**src/rtl/pma_region_table_if.sv**
```systemverilog
// Lookup/config bundle for pma_region_table: rule-write port plus request/response handshakes.
interface pma_region_table_if #(
  parameter int unsigned AddrWidth = 64
) ();
  logic                 cfg_we_i;
  logic [3:0]           cfg_idx_i;
  logic [AddrWidth-1:0] cfg_base_i;
  logic [AddrWidth-1:0] cfg_len_i;
  logic [2:0]           cfg_attr_i;
  logic                 cfg_lock_i;
  logic                 cfg_err_o;
  logic                 req_valid_i;
  logic                 req_ready_o;
  logic [AddrWidth-1:0] req_addr_i;
  logic                 rsp_valid_o;
  logic                 rsp_ready_i;
  logic                 rsp_hit_o;
  logic [2:0]           rsp_attr_o;

  modport slave (
    input  cfg_we_i, cfg_idx_i, cfg_base_i, cfg_len_i, cfg_attr_i, cfg_lock_i,
    output cfg_err_o,
    input  req_valid_i, req_addr_i, rsp_ready_i,
    output req_ready_o, rsp_valid_o, rsp_hit_o, rsp_attr_o
  );

  modport master (
    output cfg_we_i, cfg_idx_i, cfg_base_i, cfg_len_i, cfg_attr_i, cfg_lock_i,
    input  cfg_err_o,
    output req_valid_i, req_addr_i, rsp_ready_i,
    input  req_ready_o, rsp_valid_o, rsp_hit_o, rsp_attr_o
  );
endinterface

```
**src/rtl/pma_region_table.sv**
```systemverilog
// Physical-memory-attribute region table: priority base/length match with a one-deep response stage.
// Optional per-rule write lock is enabled by defining PMA_RULE_LOCK_EN.
module pma_region_table #(
  parameter int unsigned                          NrRules     = 4,
  parameter int unsigned                          AddrWidth   = 64,
  parameter logic [NrRules-1:0][AddrWidth-1:0]    RstBase     = '0,
  parameter logic [NrRules-1:0][AddrWidth-1:0]    RstLen      = '0,
  parameter logic [NrRules-1:0][2:0]              RstAttr     = '0,
  parameter logic [2:0]                           DefaultAttr = 3'b000
) (
  input  logic                    clk_i,
  input  logic                    rst_ni,
  pma_region_table_if.slave       bus
);

  logic [NrRules-1:0][AddrWidth-1:0] r_base;
  logic [NrRules-1:0][AddrWidth-1:0] r_len;
  logic [NrRules-1:0][2:0]           r_attr;

  logic [NrRules-1:0][AddrWidth:0]   w_end;
  logic [NrRules-1:0]                w_match;
  logic                              w_hit;
  logic [2:0]                        w_attr;
  logic                              w_idx_ok;
  logic                              w_locked;
  logic                              w_reject;
  logic [NrRules-1:0]                w_wr_sel;
  logic                              w_accept;

  logic                              r_rsp_valid;
  logic                              r_rsp_hit;
  logic [2:0]                        r_rsp_attr;
  logic                              r_cfg_err;

  // End address is one bit wider so a region reaching 2^AddrWidth does not wrap.
  always_comb begin
    w_end   = '0;
    w_match = '0;
    for (int i = 0; i < int'(NrRules); i++) begin
      w_end[i]   = {1'b0, r_base[i]} + {1'b0, r_len[i]};
      w_match[i] = (r_len[i] != '0) &&
                   ({1'b0, bus.req_addr_i} >= {1'b0, r_base[i]}) &&
                   ({1'b0, bus.req_addr_i} < w_end[i]);
    end
  end

  always_comb begin
    w_hit  = 1'b0;
    w_attr = DefaultAttr;
    for (int i = int'(NrRules) - 1; i >= 0; i--) begin
      if (w_match[i]) begin
        w_hit  = 1'b1;
        w_attr = r_attr[i];
      end else begin
        w_hit  = w_hit;
        w_attr = w_attr;
      end
    end
  end

`ifdef PMA_RULE_LOCK_EN
  logic [NrRules-1:0] r_lock;

  always_comb begin
    w_locked = 1'b0;
    for (int i = 0; i < int'(NrRules); i++) begin
      if (bus.cfg_idx_i == 4'(i)) begin
        w_locked = r_lock[i];
      end else begin
        w_locked = w_locked;
      end
    end
  end

  always_ff @(posedge clk_i or negedge rst_ni) begin
    if (!rst_ni) begin
      r_lock <= '0;
    end else if (bus.cfg_lock_i) begin
      r_lock <= r_lock | w_wr_sel;
    end else begin
      r_lock <= r_lock;
    end
  end
`else
  logic w_unused_lock;
  assign w_unused_lock = bus.cfg_lock_i;
  assign w_locked      = 1'b0;
`endif

  assign w_idx_ok = ({1'b0, bus.cfg_idx_i} < 5'(NrRules));
  assign w_reject = !w_idx_ok || w_locked;

  always_comb begin
    w_wr_sel = '0;
    for (int i = 0; i < int'(NrRules); i++) begin
      w_wr_sel[i] = bus.cfg_we_i && !w_reject && (bus.cfg_idx_i == 4'(i));
    end
  end

  // Reset reloads the parameterised rule set asynchronously.
  always_ff @(posedge clk_i or negedge rst_ni) begin
    if (!rst_ni) begin
      r_base <= RstBase;
      r_len  <= RstLen;
      r_attr <= RstAttr;
    end else begin
      for (int i = 0; i < int'(NrRules); i++) begin
        if (w_wr_sel[i]) begin
          r_base[i] <= bus.cfg_base_i;
          r_len[i]  <= bus.cfg_len_i;
          r_attr[i] <= bus.cfg_attr_i;
        end else begin
          r_base[i] <= r_base[i];
          r_len[i]  <= r_len[i];
          r_attr[i] <= r_attr[i];
        end
      end
    end
  end

  assign bus.req_ready_o = !r_rsp_valid || bus.rsp_ready_i;
  assign w_accept        = bus.req_valid_i && bus.req_ready_o;

  // Response is captured from pre-edge table contents and held until consumed.
  always_ff @(posedge clk_i or negedge rst_ni) begin
    if (!rst_ni) begin
      r_rsp_valid <= 1'b0;
      r_rsp_hit   <= 1'b0;
      r_rsp_attr  <= DefaultAttr;
      r_cfg_err   <= 1'b0;
    end else begin
      r_cfg_err <= bus.cfg_we_i && w_reject;
      if (w_accept) begin
        r_rsp_valid <= 1'b1;
        r_rsp_hit   <= w_hit;
        r_rsp_attr  <= w_attr;
      end else if (bus.rsp_ready_i) begin
        r_rsp_valid <= 1'b0;
        r_rsp_hit   <= r_rsp_hit;
        r_rsp_attr  <= r_rsp_attr;
      end else begin
        r_rsp_valid <= r_rsp_valid;
        r_rsp_hit   <= r_rsp_hit;
        r_rsp_attr  <= r_rsp_attr;
      end
    end
  end

  assign bus.rsp_valid_o = r_rsp_valid;
  assign bus.rsp_hit_o   = r_rsp_hit;
  assign bus.rsp_attr_o  = r_rsp_attr;
  assign bus.cfg_err_o   = r_cfg_err;

endmodule

```
**src/flat_wrapper.sv**
```systemverilog
// flat-port wrapper written by rule: the top's interface ports become plain ports
module pma_region_table_flat 
#(
  parameter int unsigned                          NrRules     = 4,
  parameter int unsigned                          AddrWidth   = 64,
  parameter logic [NrRules-1:0][AddrWidth-1:0]    RstBase     = '0,
  parameter logic [NrRules-1:0][AddrWidth-1:0]    RstLen      = '0,
  parameter logic [NrRules-1:0][2:0]              RstAttr     = '0,
  parameter logic [2:0]                           DefaultAttr = 3'b000
)
  (clk_i, rst_ni, bus_cfg_we_i, bus_cfg_idx_i, bus_cfg_base_i, bus_cfg_len_i, bus_cfg_attr_i, bus_cfg_lock_i, bus_cfg_err_o, bus_req_valid_i, bus_req_addr_i, bus_rsp_ready_i, bus_req_ready_o, bus_rsp_valid_o, bus_rsp_hit_o, bus_rsp_attr_o);
  pma_region_table_if #(.AddrWidth(AddrWidth)) bus_i ();
  input  logic clk_i;
  input  logic rst_ni;
  input wire logic [$bits(bus_i.cfg_we_i)-1:0] bus_cfg_we_i;
  input wire logic [$bits(bus_i.cfg_idx_i)-1:0] bus_cfg_idx_i;
  input wire logic [$bits(bus_i.cfg_base_i)-1:0] bus_cfg_base_i;
  input wire logic [$bits(bus_i.cfg_len_i)-1:0] bus_cfg_len_i;
  input wire logic [$bits(bus_i.cfg_attr_i)-1:0] bus_cfg_attr_i;
  input wire logic [$bits(bus_i.cfg_lock_i)-1:0] bus_cfg_lock_i;
  output wire logic [$bits(bus_i.cfg_err_o)-1:0] bus_cfg_err_o;
  input wire logic [$bits(bus_i.req_valid_i)-1:0] bus_req_valid_i;
  input wire logic [$bits(bus_i.req_addr_i)-1:0] bus_req_addr_i;
  input wire logic [$bits(bus_i.rsp_ready_i)-1:0] bus_rsp_ready_i;
  output wire logic [$bits(bus_i.req_ready_o)-1:0] bus_req_ready_o;
  output wire logic [$bits(bus_i.rsp_valid_o)-1:0] bus_rsp_valid_o;
  output wire logic [$bits(bus_i.rsp_hit_o)-1:0] bus_rsp_hit_o;
  output wire logic [$bits(bus_i.rsp_attr_o)-1:0] bus_rsp_attr_o;
  assign bus_i.cfg_we_i = bus_cfg_we_i;
  assign bus_i.cfg_idx_i = bus_cfg_idx_i;
  assign bus_i.cfg_base_i = bus_cfg_base_i;
  assign bus_i.cfg_len_i = bus_cfg_len_i;
  assign bus_i.cfg_attr_i = bus_cfg_attr_i;
  assign bus_i.cfg_lock_i = bus_cfg_lock_i;
  assign bus_cfg_err_o = bus_i.cfg_err_o;
  assign bus_i.req_valid_i = bus_req_valid_i;
  assign bus_i.req_addr_i = bus_req_addr_i;
  assign bus_i.rsp_ready_i = bus_rsp_ready_i;
  assign bus_req_ready_o = bus_i.req_ready_o;
  assign bus_rsp_valid_o = bus_i.rsp_valid_o;
  assign bus_rsp_hit_o = bus_i.rsp_hit_o;
  assign bus_rsp_attr_o = bus_i.rsp_attr_o;
  pma_region_table #(.NrRules(NrRules), .AddrWidth(AddrWidth), .RstBase(RstBase), .RstLen(RstLen), .RstAttr(RstAttr), .DefaultAttr(DefaultAttr)) u_core (.clk_i(clk_i), .rst_ni(rst_ni), .bus(bus_i));
endmodule
```
**config.mk**
```make
export PLATFORM = sky130hd
export DESIGN_NAME = pma_region_table_flat
export DESIGN_NICKNAME = d
export VERILOG_FILES = /design/src/rtl/pma_region_table_if.sv /design/src/rtl/pma_region_table.sv /design/src/flat_wrapper.sv
export SDC_FILE = /design/constraint.sdc
export NUM_CORES = 2
export LEC_CHECK = 0
export BUFFER_PORTS_ARGS = -buffer_cell sky130_fd_sc_hd__buf_4
export CAP_MARGIN = 20
export CORE_ASPECT_RATIO = 0.75
export CORE_MARGIN = 2
export CORE_UTILIZATION = 50
export CTS_CLUSTER_SIZE = 16
export DETAILED_ROUTE_END_ITERATION = 12
export GPL_TIMING_DRIVEN = 0
export PLACE_DENSITY = 0.7
export SLEW_MARGIN = 25
export SYNTH_ARGS = -nofsm -noshare
export SYNTH_HDL_FRONTEND = slang
export SYNTH_SLANG_ARGS = --single-unit
```
**constraint.sdc**
```tcl
create_clock -name clk_i -period 16.12 [get_ports clk_i]
set_input_delay 0.806 -clock clk_i [delete_from_list [all_inputs] [get_ports clk_i]]
set_output_delay 0.806 -clock clk_i [all_outputs]
set_load 0.02 [all_outputs]
```
==> qor.txt <==
status -> complete, no violations
Post-synth EDFFs -> 0
DR vias/cell -> 6.34
share of cells above drive strength 1 -> 14.8%
FFs w/ async S/R, synth -> 100%
Layout area overhead -> 12.3%
fin crit share -> 52.2%
overflow left after global routing -> 0
# DRC -> 0
Tmin final -> 8410 ps
crit end category -> register
PwrDens -> 166 mW/mm²
Final Setup Violations -> 0
DIE HEIGHT -> 265 µm
GP Congestion -> 0.981
start point of the critical path -> u_core.r_len[65]$_DFFE_PN0P_
WP data arrival -> 8940 ps
CP Cell Sequence -> ha_1 -> a21oi_1 -> or2_1 -> a31oi_1 -> o31a_1 -> o2111ai_1 -> a21oi_1 -> o21ai_1 -> o22ai_1 -> o41ai_1 -> o31ai_1 -> xnor2_1 -> ha_1 -> a211oi_1 -> nand3_1 -> a21oi_1 -> nand3_1 -> o311ai_0 -> nor2_1 -> a221o_1 -> and3_4 -> a221oi_1
# nets final -> 6103
Iter 0 DRT Violations -> 4516
# IOs -> 212
global-route wire length before repair -> 248 mm
Power Total -> 0.00845 W
syn nets -> 5819
Rel. slew slack -> 23.7%
Initial Util -> 50.6%
synth warn -> 0
Most used DFF post-synth -> dfrtp_1
Max stage delay on crit path -> 930 ps
clock slew at reported path FFs -> 60 ps
DR WL/cell -> 26.2 µm
commonest non-fill, non-tap cell in the layout -> ha_1
Reg2Reg Launch Point -> u_core.r_len[65]$_DFFE_PN0P_
VDD IR-drop max -> 0.0000913 V
fmax -> 0.119 GHz
maxcap violations -> 0
drt pass-1 iters -> 6
HP Class -> input port to asynchronous set/reset pin
CTS Buffer Depth -> 3
Yosys cell types -> 82
worst path required time -> 16650 ps
register bit total from synthesis -> 530
Tightest Pin Transition -> 1140 ps
largest net degree at the start of global routing -> 85
Worst path most repeated cell -> a21oi_1
Worst setup endpoint -> u_core.bus.rsp_attr_o[2]$_DFFE_PN0P_
hold violation count in the final report -> 0
initial antenna violation count -> 3
Pins Over Slew Limit -> 0
# hold bufs at CTS -> 0
gr usage total -> 35.2%
Slowest cell on crit path -> o41ai_1
worst skew pair latency -> 650 ps
fillers -> 8103
I/O Buffers -> 210
die width -> 352 µm
Fin Setup TNS -> 0 ps
unrepaired setup endpoints after global routing -> no
Worst Setup Start Kind -> register
DR vias -> 40500
leakage -> 25.0 nW
CTS resizes -> 0
Mean Syn Cell Area -> 9.37 µm²
Fin Hold WS -> 89.0 ps
CP Max Fanout -> 4
Syn Inst Count -> 4846
Final ANT Viol Nets -> 0
postcts setup bufs -> 0
Max Clock Skew -> 14.2 ps
CTS buffer count -> 57
TritonCTS clock tree -> yes
row count -> 95
core area -> 0.0897 mm²
Seq/Total Area, Yosys -> 29.2%
clk root buf -> clkbuf_16
R2R setup slack -> 7710 ps
DRT Wirelength -> 168 mm
vias in the first global route -> 37800
Util after Layout -> 56.8%
commonest non-fill, non-tap cells in the layout -> ha_1, dfrtp_1, mux2_2
H-tree depth -> 2
Setup CP Type -> register to register
post-synthesis cell area -> 0.0454 mm²
hpwl dp -> 136 mm
Reg2Reg Depth -> 22
die area -> 0.0933 mm²
CTS sink cnt -> 530
reg-to-reg endpoint -> u_core.bus.rsp_attr_o[2]$_DFFE_PN0P_
-- Yosys cell counts, drive strengths merged, types with 34 or more instances --
cell type / count / area [µm²]
xnor2: 123 / 1080
nor4: 87 / 544
inv: 331 / 1240
nand3: 92 / 460
nand4: 135 / 845
nand2: 327 / 1230
o21a: 34 / 255
a21o: 338 / 2540
o21bai: 38 / 285
o21ai: 332 / 1660
a211oi: 43 / 323
nor3: 57 / 285
and3: 47 / 299
nor2: 170 / 638
xor2: 115 / 1010
nand2b: 44 / 275
ha: 764 / 9560
mux2: 395 / 4450
a31oi: 39 / 244
clkbuf: 95 / 357
a21oi: 369 / 1850
dfrtp: 530 / 13300
nor2b: 38 / 238
-- flip-flops by register name, summed over array words and instances, names as in the netlist --
name	flops
u_core.bus.rsp_valid_o	1
u_core.r_len	256
u_core.bus.rsp_hit_o	1
u_core.r_base	256
u_core.bus.rsp_attr_o	3
u_core.bus.cfg_err_o	1
u_core.r_attr	12
-- layout make-up --
cell class / count / area (µm²) / share of cell area (%)
clock inverter: 24 / 419 / 0.822
multi-input combinational: 3875 / 30600 / 60.0
timing repair buffer: 225 / 1840 / 3.60
clock buffer: 81 / 1710 / 3.35
tap: 1212 / 1520 / 2.97
buffer: 110 / 418 / 0.819
antenna: 3 / 7.51 / 0.0147
inverter: 331 / 1240 / 2.44
sequential: 530 / 13300 / 26.0
-- worst min-delay path by stage --
stage	from	to	slack (ps)	depth (start not counted)
floorplan	u_core.r_attr[10]$_DFFE_PN0P_	u_core.r_attr[10]$_DFFE_PN0P_	470	1
global placement	u_core.r_attr[9]$_DFFE_PN0P_	u_core.r_attr[9]$_DFFE_PN0P_	490	1
detailed placement	u_core.r_attr[9]$_DFFE_PN0P_	u_core.r_attr[9]$_DFFE_PN0P_	490	1
CTS	rst_ni	u_core.r_len[249]$_DFFE_PN0P_	90	1
global route	rst_ni	u_core.r_len[249]$_DFFE_PN0P_	130	1
finish	rst_ni	u_core.r_len[249]$_DFFE_PN0P_	90	1
-- per-layer routing --
metal	wire (µm)	part of all wire [%]	track usage, %	vias to the layer above
met5	0	0	0	-
met4	5710	3.4	10.8	0
met3	18700	11	9.09	244
met2	66800	40	49.4	1811
met1	76400	46	52.3	19900
li1	-	-	-	18600
-- per-stage QoR --
step	cells	setup slack (ps)	cell area, µm²
detailed placement	6283	8130	48800
global placement	6268	7790	48500
finish	6391	7710	51000
global route	6388	7560	51000
floorplan	4846	10750	45400
CTS	6388	8090	51000
-- worst max-delay path: cells and delay by family (launching register included) --
kind,cells,cell delay [ps]
adders and majority gates,2,530
DFF,1,480
and+or+nand+nor,5,1000
AOI/OAI and AO/OA,14,6090
xor gates and xnor gates,1,170
-- report_power, final --
group	internal, W	total [W]	switching [W]
sequential	0.00164	0.00201	0.000363
clock	0.000912	0.00152	0.000613
combinational	0.00207	0.00492	0.00285
-- logic make-up (layout without fill, tap and decap cells) --
logic type / count (synthesis) / in the layout / share of synthesized area, %
compound gates: 1384 / 1384 / 19.5
xor+xnor: 238 / 238 / 4.59
fa+ha+maj: 768 / 768 / 21.2
buf+inv: 441 / 771 / 3.64
flops: 530 / 530 / 29.2
mux: 400 / 400 / 9.90
other cells: 0 / 3 / 0
simple gates: 1085 / 1085 / 12.0
Note: power is estimated with default switching activity, not from simulation.
